===== config.mk =====
export PLATFORM = sky130hd
export DESIGN_NAME = fpu_add_issue
export DESIGN_NICKNAME = d
export VERILOG_FILES = /design/src/rtl/fpu_pkg.sv /design/src/rtl/fpu_req_fifo.sv /design/src/rtl/fpu_add_issue.sv
export SDC_FILE = /design/constraint.sdc
export NUM_CORES = 1
export LEC_CHECK = 0
export ABC_AREA = 1
export CAP_MARGIN = 40
export CORE_UTILIZATION = 40
export CTS_CLUSTER_DIAMETER = 40
export DETAILED_ROUTE_END_ITERATION = 10
export PLACE_DENSITY = 0.71
export SLEW_MARGIN = 10
export SYNTH_ARGS = -nofsm -noshare
export SYNTH_HDL_FRONTEND = slang
export SYNTH_HIERARCHICAL = 1
export SYNTH_SLANG_ARGS = --single-unit

===== constraint.sdc =====
create_clock -name i_clk -period 2.6 [get_ports i_clk]
set_input_delay 0.26 -clock i_clk [delete_from_list [all_inputs] [get_ports i_clk]]
set_output_delay 0.26 -clock i_clk [all_outputs]
set_load 0.02 [all_outputs]

===== src/rtl/fpu_pkg.sv =====
// Shared types and constants for the FP16 add/sub issue block and its request queue.
package fpu_pkg;

    typedef enum logic [1:0] {
        ST_IDLE = 2'd0,
        ST_EXEC = 2'd1,
        ST_WB   = 2'd2
    } fpu_state_e;

    localparam logic [15:0] FPU_QNAN       = 16'h7E00;
    localparam logic [2:0]  FPU_TIMEOUT    = 3'd7;
    localparam int          REQ_FIFO_DEPTH = 2;
    localparam int          CNT_W          = $clog2(REQ_FIFO_DEPTH + 1);
    localparam int          REQ_W          = 38;

    typedef struct packed {
        logic        op_sub;
        logic [15:0] a;
        logic [15:0] b;
        logic [4:0]  rd;
    } fpu_req_t;

    // Subtraction is issued to the adder as a + (-b) by flipping the FP16 sign bit.
    function automatic logic [15:0] fpu_negate(input logic [15:0] x);
        return {~x[15], x[14:0]};
    endfunction

endpackage


===== src/rtl/fpu_req_fifo.sv =====
// Two-entry request queue; the caller guarantees no push when full and no pop when empty.
module fpu_req_fifo
    import fpu_pkg::*;
(
    input  logic             clk,
    input  logic             rst_n,
    input  logic             push,
    input  logic [REQ_W-1:0] wdata,
    input  logic             pop,
    output logic [REQ_W-1:0] head,
    output logic [CNT_W-1:0] count
);

    logic [REQ_W-1:0] mem [REQ_FIFO_DEPTH];
    logic             wr_ptr;
    logic             rd_ptr;

    always_ff @(posedge clk) begin
        if (!rst_n) begin
            wr_ptr <= 1'b0;
            rd_ptr <= 1'b0;
            count  <= '0;
        end else begin
            if (push) begin
                wr_ptr <= ~wr_ptr;
            end
            if (pop) begin
                rd_ptr <= ~rd_ptr;
            end
            case ({push, pop})
                2'b10:   count <= count + CNT_W'(1);
                2'b01:   count <= count - CNT_W'(1);
                default: count <= count;
            endcase
        end
    end

    // Payload storage needs no reset: an entry is only read once count says it was written.
    always_ff @(posedge clk) begin
        if (push) begin
            mem[wr_ptr] <= wdata;
        end
    end

    assign head = mem[rd_ptr];

endmodule


===== src/rtl/fpu_add_issue.sv =====
// Issues queued FP16 add/sub requests to an external adder, with a timeout, and writes results back.
module fpu_add_issue
    import fpu_pkg::*;
(
    input  logic        i_clk,
    input  logic        i_rst_n,
    input  logic        i_req,
    input  logic        i_op_sub,
    input  logic [15:0] i_a,
    input  logic [15:0] i_b,
    input  logic [4:0]  i_rd,
    output logic        o_stall,
    output logic        o_busy,
    output logic [15:0] o_fpu_a,
    output logic [15:0] o_fpu_b,
    output logic        o_fpu_vld,
    input  logic [15:0] i_fpu_res,
    input  logic        i_fpu_res_vld,
    input  logic        i_fpu_ovf,
    output logic        o_wb_en,
    output logic [4:0]  o_wb_rd,
    output logic [15:0] o_wb_data,
    output logic        o_wb_ovf,
    output logic        o_err,
    input  logic        i_flag_clr,
    output logic        o_ovf_flag
);

    fpu_state_e       state;
    fpu_state_e       state_nxt;
    logic [2:0]       timer;
    logic [15:0]      data_q;
    logic [4:0]       rd_q;
    logic             ovf_q;
    logic             err_q;
    logic             flag_q;
    logic [CNT_W-1:0] count;
    fpu_req_t         head;
    logic             push;
    logic             pop;
    logic             done;

    // Full stalls even while the head pops, so acceptance never depends on this cycle's pop.
    assign o_stall = (count == CNT_W'(REQ_FIFO_DEPTH));
    assign push    = i_req & ~o_stall;
    assign pop     = (state == ST_WB);
    assign done    = (state == ST_EXEC) & (i_fpu_res_vld | (timer == FPU_TIMEOUT));

    fpu_req_fifo u_fifo (
        .clk   (i_clk),
        .rst_n (i_rst_n),
        .push  (push),
        .wdata ({i_op_sub, i_a, i_b, i_rd}),
        .pop   (pop),
        .head  (head),
        .count (count)
    );

    always_ff @(posedge i_clk) begin
        if (!i_rst_n) begin
            state <= ST_IDLE;
        end else begin
            state <= state_nxt;
        end
    end

    always_comb begin
        state_nxt = state;
        o_fpu_vld = 1'b0;
        o_fpu_a   = '0;
        o_fpu_b   = '0;
        o_wb_en   = 1'b0;
        o_wb_ovf  = 1'b0;
        o_err     = 1'b0;
        case (state)
            ST_IDLE: begin
                if (count != '0) begin
                    state_nxt = ST_EXEC;
                end
            end
            ST_EXEC: begin
                o_fpu_vld = 1'b1;
                o_fpu_a   = head.a;
                o_fpu_b   = head.op_sub ? fpu_negate(head.b) : head.b;
                if (done) begin
                    state_nxt = ST_WB;
                end
            end
            ST_WB: begin
                o_wb_en  = 1'b1;
                o_wb_ovf = ovf_q;
                o_err    = err_q;
                // A push landing alongside the pop also counts as a remaining entry.
                state_nxt = ((count > CNT_W'(1)) || push) ? ST_EXEC : ST_IDLE;
            end
            default: state_nxt = ST_IDLE;
        endcase
    end

    always_ff @(posedge i_clk) begin
        if (!i_rst_n) begin
            timer  <= '0;
            data_q <= '0;
            rd_q   <= '0;
            ovf_q  <= 1'b0;
            err_q  <= 1'b0;
            flag_q <= 1'b0;
        end else begin
            if (state == ST_EXEC) begin
                if (i_fpu_res_vld) begin
                    data_q <= i_fpu_res;
                    ovf_q  <= i_fpu_ovf;
                    err_q  <= 1'b0;
                    rd_q   <= head.rd;
                    timer  <= '0;
                end else if (timer == FPU_TIMEOUT) begin
                    data_q <= FPU_QNAN;
                    ovf_q  <= 1'b0;
                    err_q  <= 1'b1;
                    rd_q   <= head.rd;
                    timer  <= '0;
                end else begin
                    timer <= timer + 3'd1;
                end
            end else begin
                timer <= '0;
            end

            if ((state == ST_WB) && (ovf_q || err_q)) begin
                flag_q <= 1'b1;
            end else if (i_flag_clr) begin
                flag_q <= 1'b0;
            end
        end
    end

    assign o_wb_data  = data_q;
    assign o_wb_rd    = rd_q;
    assign o_ovf_flag = flag_q;
    assign o_busy     = (count != '0) || (state != ST_IDLE);

endmodule

Word-level counts from Yosys, hierarchy flattened
Memory sizes are Yosys's and may differ from the RTL's. A register that Yosys moved wholly into a read port is not among the register bits.
Index checks and enable logic that the tools add are counted.
{"block": "classes", "addsub": 3, "order_cmp": 1, "n_eq_ne": 8, "muxes": 26, "n_bitwise": 9, "n_reduce_logical": 13}
{"op": "16-bit two-way mux", "n": 5}
{"op": "1-bit two-way mux", "n": 15}
{"op": "5-bit two-way mux", "n": 2}
{"op": "2-bit nonzero test", "n": 5}
{"op": "2-bit == test (second input constant)", "n": 3}
{"op": "1-bit inverter", "n": 6}
{"op": "2-bit case mux with 3 select lines", "n": 1}
{"op": "2-bit by 1-bit == test with 1-bit output (second input constant)", "n": 2}
{"op": "2-bit two-way mux", "n": 2}
{"op": "2-bit inequality test (second input constant)", "n": 2}
{"op": "2-bit case mux with 2 select lines", "n": 1}
{"op": "2-bit AND reduction", "n": 2}
{"op": "4-bit OR reduction", "n": 1}
{"op": "3-bit by 1-bit adder with 3-bit output (second input constant)", "n": 1}
{"op": "3-bit == test (second input constant)", "n": 1}
{"op": "1-bit logical OR", "n": 3}
{"op": "2-bit by 1-bit adder with 2-bit output (second input constant)", "n": 1}
{"op": "1-bit AND", "n": 2}
{"op": "2-bit by 1-bit > comparator with 1-bit output (second input constant)", "n": 1}
{"op": "2-bit zero test", "n": 1}
{"op": "2-bit by 1-bit subtractor with 2-bit output (second input constant)", "n": 1}
{"op": "1-bit logical AND", "n": 1}
{"op": "1-bit bitwise OR", "n": 1}
{"block": "totals", "ff_bits": 33, "ramBits": 76, "input_bits": 60, "out_inout_bits": 60, "word_cells": 71, "n_memories": 1}
{"name": "u_fifo.mem", "words": 2, "word_bits": 38, "read_ports": 1, "rd_ports_with_merged_regs": 1, "write_ports": 1, "line_no": "fpu_req_fifo.sv:14", "source": "logic [REQ_W-1:0] mem [REQ_FIFO_DEPTH];"}

Longest topological paths before layout
{"block": "logic_depth", "word_depth": 6, "depth_mapped": 10, "depth_no_buf": 10}

By module
The synthesis kept the hierarchy.
{"module": "fpu_req_fifo", "n_inst": 1, "cells_per_inst": 150, "area_per_inst_um2": 3039.2, "seq_area_each_um2": 2382.3}
{"module": "fpu_add_issue", "n_inst": 1, "cells_per_inst": 227, "area_per_inst_um2": 1457.6, "seq_area_each_um2": 580.6}

Least setup slack after synthesis
OpenSTA, ideal clock, no wires.
{"block": "synth_path", "kind": "register -> register", "from": "register u_fifo.count[0]", "to": "memory u_fifo.mem[0][0] (enable)", "arrival_ps": 2335, "setup_slack_ps": -168, "path_stages_with_launch": 5, "period_less_slack_ps": 2768, "path_cell_list": "dfxtp_1 nor2_1 nor2_1 inv_1 nor2_1"}
{"block": "synth_via", "elab_chain_cells": 5}
{"element": "start: declaration", "line_no": "fpu_req_fifo.sv:11", "source": "output logic [CNT_W-1:0] count"}
{"element": "start signal: assignment", "line_no": "fpu_req_fifo.sv:31", "source": "2'b10: count <= count + CNT_W'(1);"}
{"element": "start signal: assignment", "line_no": "fpu_req_fifo.sv:32", "source": "2'b01: count <= count - CNT_W'(1);"}
{"element": "start signal: assignment", "line_no": "fpu_req_fifo.sv:33", "source": "default: count <= count;"}
{"element": "2-bit == test", "line_no": "fpu_add_issue.sv:44", "source": "assign o_stall = (count == CNT_W'(REQ_FIFO_DEPTH));"}
{"element": "named net o_stall", "line_no": "fpu_add_issue.sv:12", "source": "output logic o_stall,"}
{"element": "1-bit inverter", "line_no": "fpu_add_issue.sv:45", "source": "assign push = i_req & ~o_stall;"}
{"element": "1-bit AND", "line_no": "fpu_add_issue.sv:45"}
{"element": "named net push", "line_no": "fpu_add_issue.sv:39", "source": "logic push;"}
{"element": "1-bit two-way mux", "line_no": "fpu_req_fifo.sv:40", "source": "if (push) begin"}
{"element": "1-bit two-way mux (implied by the code)", "line_no": "fpu_req_fifo.sv:41", "source": "mem[wr_ptr] <= wdata;"}
{"element": "end: declaration", "line_no": "fpu_req_fifo.sv:14"}
The timed path passes the listed nets, and every way through them passes these cells.

Final worst setup path
{"block": "layout_path", "from": "register state[1]", "to": "output o_fpu_b[14]"}
{"block": "layout_via", "elab_chain_cells": 2}
{"element": "start: declaration", "line_no": "fpu_add_issue.sv:29", "source": "fpu_state_e state;"}
{"element": "start signal: assignment", "line_no": "fpu_add_issue.sv:63", "source": "state <= state_nxt;"}
{"element": "2-bit by 1-bit == test with 1-bit output", "line_no": "fpu_add_issue.sv:75", "source": "case (state)"}
{"element": "16-bit two-way mux", "line_no": "fpu_add_issue.sv:75"}
{"element": "end: declaration", "line_no": "fpu_add_issue.sv:15", "source": "output logic [15:0] o_fpu_b,"}
Every way passes these cells.

==> metrics <==
grt total ovfl 0; via count 2952; Via-to-Cell Ratio roughly 4.6; total CTS buffers 9; antenna violations before repair 0; period utilization 93.5%; Mapped Area 4500 um^2; Setup violations, final 0; Final nets between 500 and 600; die area 11700 um^2; antenna viol nets, final 0; TritonCTS clock tree done; maxcap violations 0; Mean Syn Cell Area 11.9 um^2; switching share of power 28.9%; Top Ports 120; Hold Path Stages 1; pre-CTS setup slack between 0.4 and 0.5 ns; H-tree levels 3; clock root cell clkbuf_8; Clock Power Share 26.3%; Highest Clock Rate 0.412 GHz; Flop pwr share 47.7%; unrepaired setup endpoints after global routing false; YS warnings 6; Die Wd ~110 um; CP max FO 34; Clock Skew ~0.015 ns; worst setup margin 0.170 ns; PwrDens 725 nW/um^2; Worst Path Required 2.34 ns; Hold Startpoint timer[0]; crit start category flip-flop; syn_nets 440; VDD IR max 0.404 mV; # resized after CTS 0; Initial DRC Count 129; Yosys reg bits 110; crit path launch state[1]; GP Congestion approximately 0.73; Cells after Synth 377; vias in the first global route 2874; worst r2r src state[1]; FF-to-FF End o_wb_rd[1]; largest net degree at the start of global routing 39; wirelength, routed 8970 um; first-pass GRT wire length 14000 um; status complete, no violations; GRT Resource Usage Total 15.8%; final-report max-slew violation count 0; Synth cell types 21; Seq/Total Area, Yosys 65.9%; Avg WL per Cell 13.9 um; CTS Hold Bufs 0; setup TNS 0 ns; share of cells above drive strength 1 14.5%; critical path class reg2out; relative slew slack 53.8%; Final Hold Violating Endpoints 0; Initial Utilization approximately 41%; Power Total approximately 4.4 mW; setup bufs post-CTS 0; Worst-path clk slew 0.10 ns; FP Rows 38; P&R area growth vs syn 35.3%; synth top area cells edfxtp_1, dfxtp_1, mux2_4; CTS Buffer Depth 2; top cell type's share of synthesized area 50.8%; reg2reg path depth 6; Hold Path Class reg2reg; Worst Max-Slew Pin Slew 0.690 ns; Internal approximately 3.1 mW; first-pass iteration count of the detailed router 4; hold endpoint timer[0]; Critical Path Sink Type primary output; combinational share of power roughly a quarter; Worst EP arrival 2.17 ns; worst skew pair latency 0.37 ns; drt drc 0; Buffers on Ports 119; hold_ws 0.440 ns; Chip Height roughly 110 um; Detail Placement HPWL between 6000 and 7000 um; Core Footprint roughly 11000 um^2; P_leak 2.39 nW; Tmin final 2.43 ns; CTS sink cnt 110; R2R Setup Slk 0.71 ns; leading area contributor after synthesis edfxtp_1; Switch Pwr ~1.3 mW; antenna cells 0
## flip-flops by register name, indices dropped and copies added, names as in the netlist, named ones only
register,count
state,2
u_fifo/mem,76
ovf_q,1
o_wb_rd,5
timer,3
err_q,1
u_fifo/rd_ptr,1
u_fifo/wr_ptr,1
u_fifo/count,2
o_wb_data,16
o_ovf_flag,1
## per-stage QoR
step                util [%]  area, um^2  instances
floorplan                  -        4500        377
global placement        53.8        5850        629
detailed placement      53.8        5850        629
CTS                     55.9        6080        645
global route            55.9        6080        645
finish                  55.9        6080        645
## logic make-up after synthesis
kind of cell / Yosys count / synth area share [%]
multiplexers: 38 / 11.2
flip-flops: 110 / 65.9
AO/OA/AOI/OAI: 14 / 1.56
XOR/XNOR: 1 / 0.195
buffers and inverters: 67 / 6.73
AND/OR/NAND/NOR: 144 / 13.6
adder cells (fa/ha/maj): 3 / 0.835
## area by class of cell
cell class	instances	area, um^2
Multi-Input combinational cell	200	1240
Tap cell	140	175
Inverter	54	203
Clock inverter	6	100
Sequential cell	110	2970
Clock buffer	10	128
Fill cell	921	4800
Timing Repair Buffer	125	1270
## power by group through the flow
stage	clock [mW]	combinational, mW	sequential (mW)
6_report	1.16	1.15	2.10
5_1_grt	1.26	1.23	2.12
4_1_cts	1.19	1.16	2.10
3_5_place_dp	0	1.16	2.14
3_3_place_gp	0	1.14	2.14
2_1_floorplan	0	0.617	2.18
## how the worst max path moves through the flow
stage | slack, ns | endpoint | cells past startpoint
CTS | 0.08 | o_fpu_a[13] | 5
global placement | 0.53 | o_fpu_b[9] | 5
floorplan | 0.46 | u_fifo/mem[0][0] | 4
detailed placement | 0.49 | o_fpu_a[13] | 5
global route | 0.03 | o_fpu_b[14] | 4
finish | 0.17 | o_fpu_b[14] | 4
## worst max-delay path: stages, from the launching register on
cell and delay (ns):
dfxtp_1 0.38, inv_2 0.10, nand2_2 0.38, nor2_1 0.30
clkdlybuf4s50_1 0.65
## per-layer routing
metal / GRT usage [%] / routed length [um]
met1: 19.1 / 3810
met2: 27.9 / 4700
met3: 3.68 / 354
met4: 4.70 / 107
met5: 0 / 0
## synth_stat cells
| cell type | n |
|---|---|
| a21oi_1 | 12 |
| buf_2 | 5 |
| buf_6 | 6 |
| clkbuf_1 | 2 |
| dfxtp_1 | 34 |
| edfxtp_1 | 76 |
| ha_1 | 3 |
| inv_1 | 52 |
| inv_2 | 2 |
| mux2_2 | 18 |
| mux2_4 | 20 |
| nand2_1 | 46 |
| nand2_2 | 1 |
| nand2_4 | 1 |
| nand3_1 | 23 |
| nand4_1 | 1 |
| nor2_1 | 64 |
| nor2_4 | 2 |
| o21ai_0 | 2 |
| or2_2 | 6 |
| xnor2_1 | 1 |
## cell usage in the layout (no fill, tap or decap), types with 2 or more instances in the layout
master	count
nand3_1	23
nor2_1	63
inv_6	2
inv_2	2
ha_1	3
nand2_1	46
buf_4	3
dfxtp_1	33
clkbuf_8	9
inv_1	51
edfxtp_1	76
inv_8	2
mux2_4	20
buf_12	3
a21oi_1	12
nor2_4	3
o21ai_0	2
or2_2	6
bufinv_16	2
mux2_2	18
clkdlybuf4s50_1	119
Power figures use the tool's default switching activity.
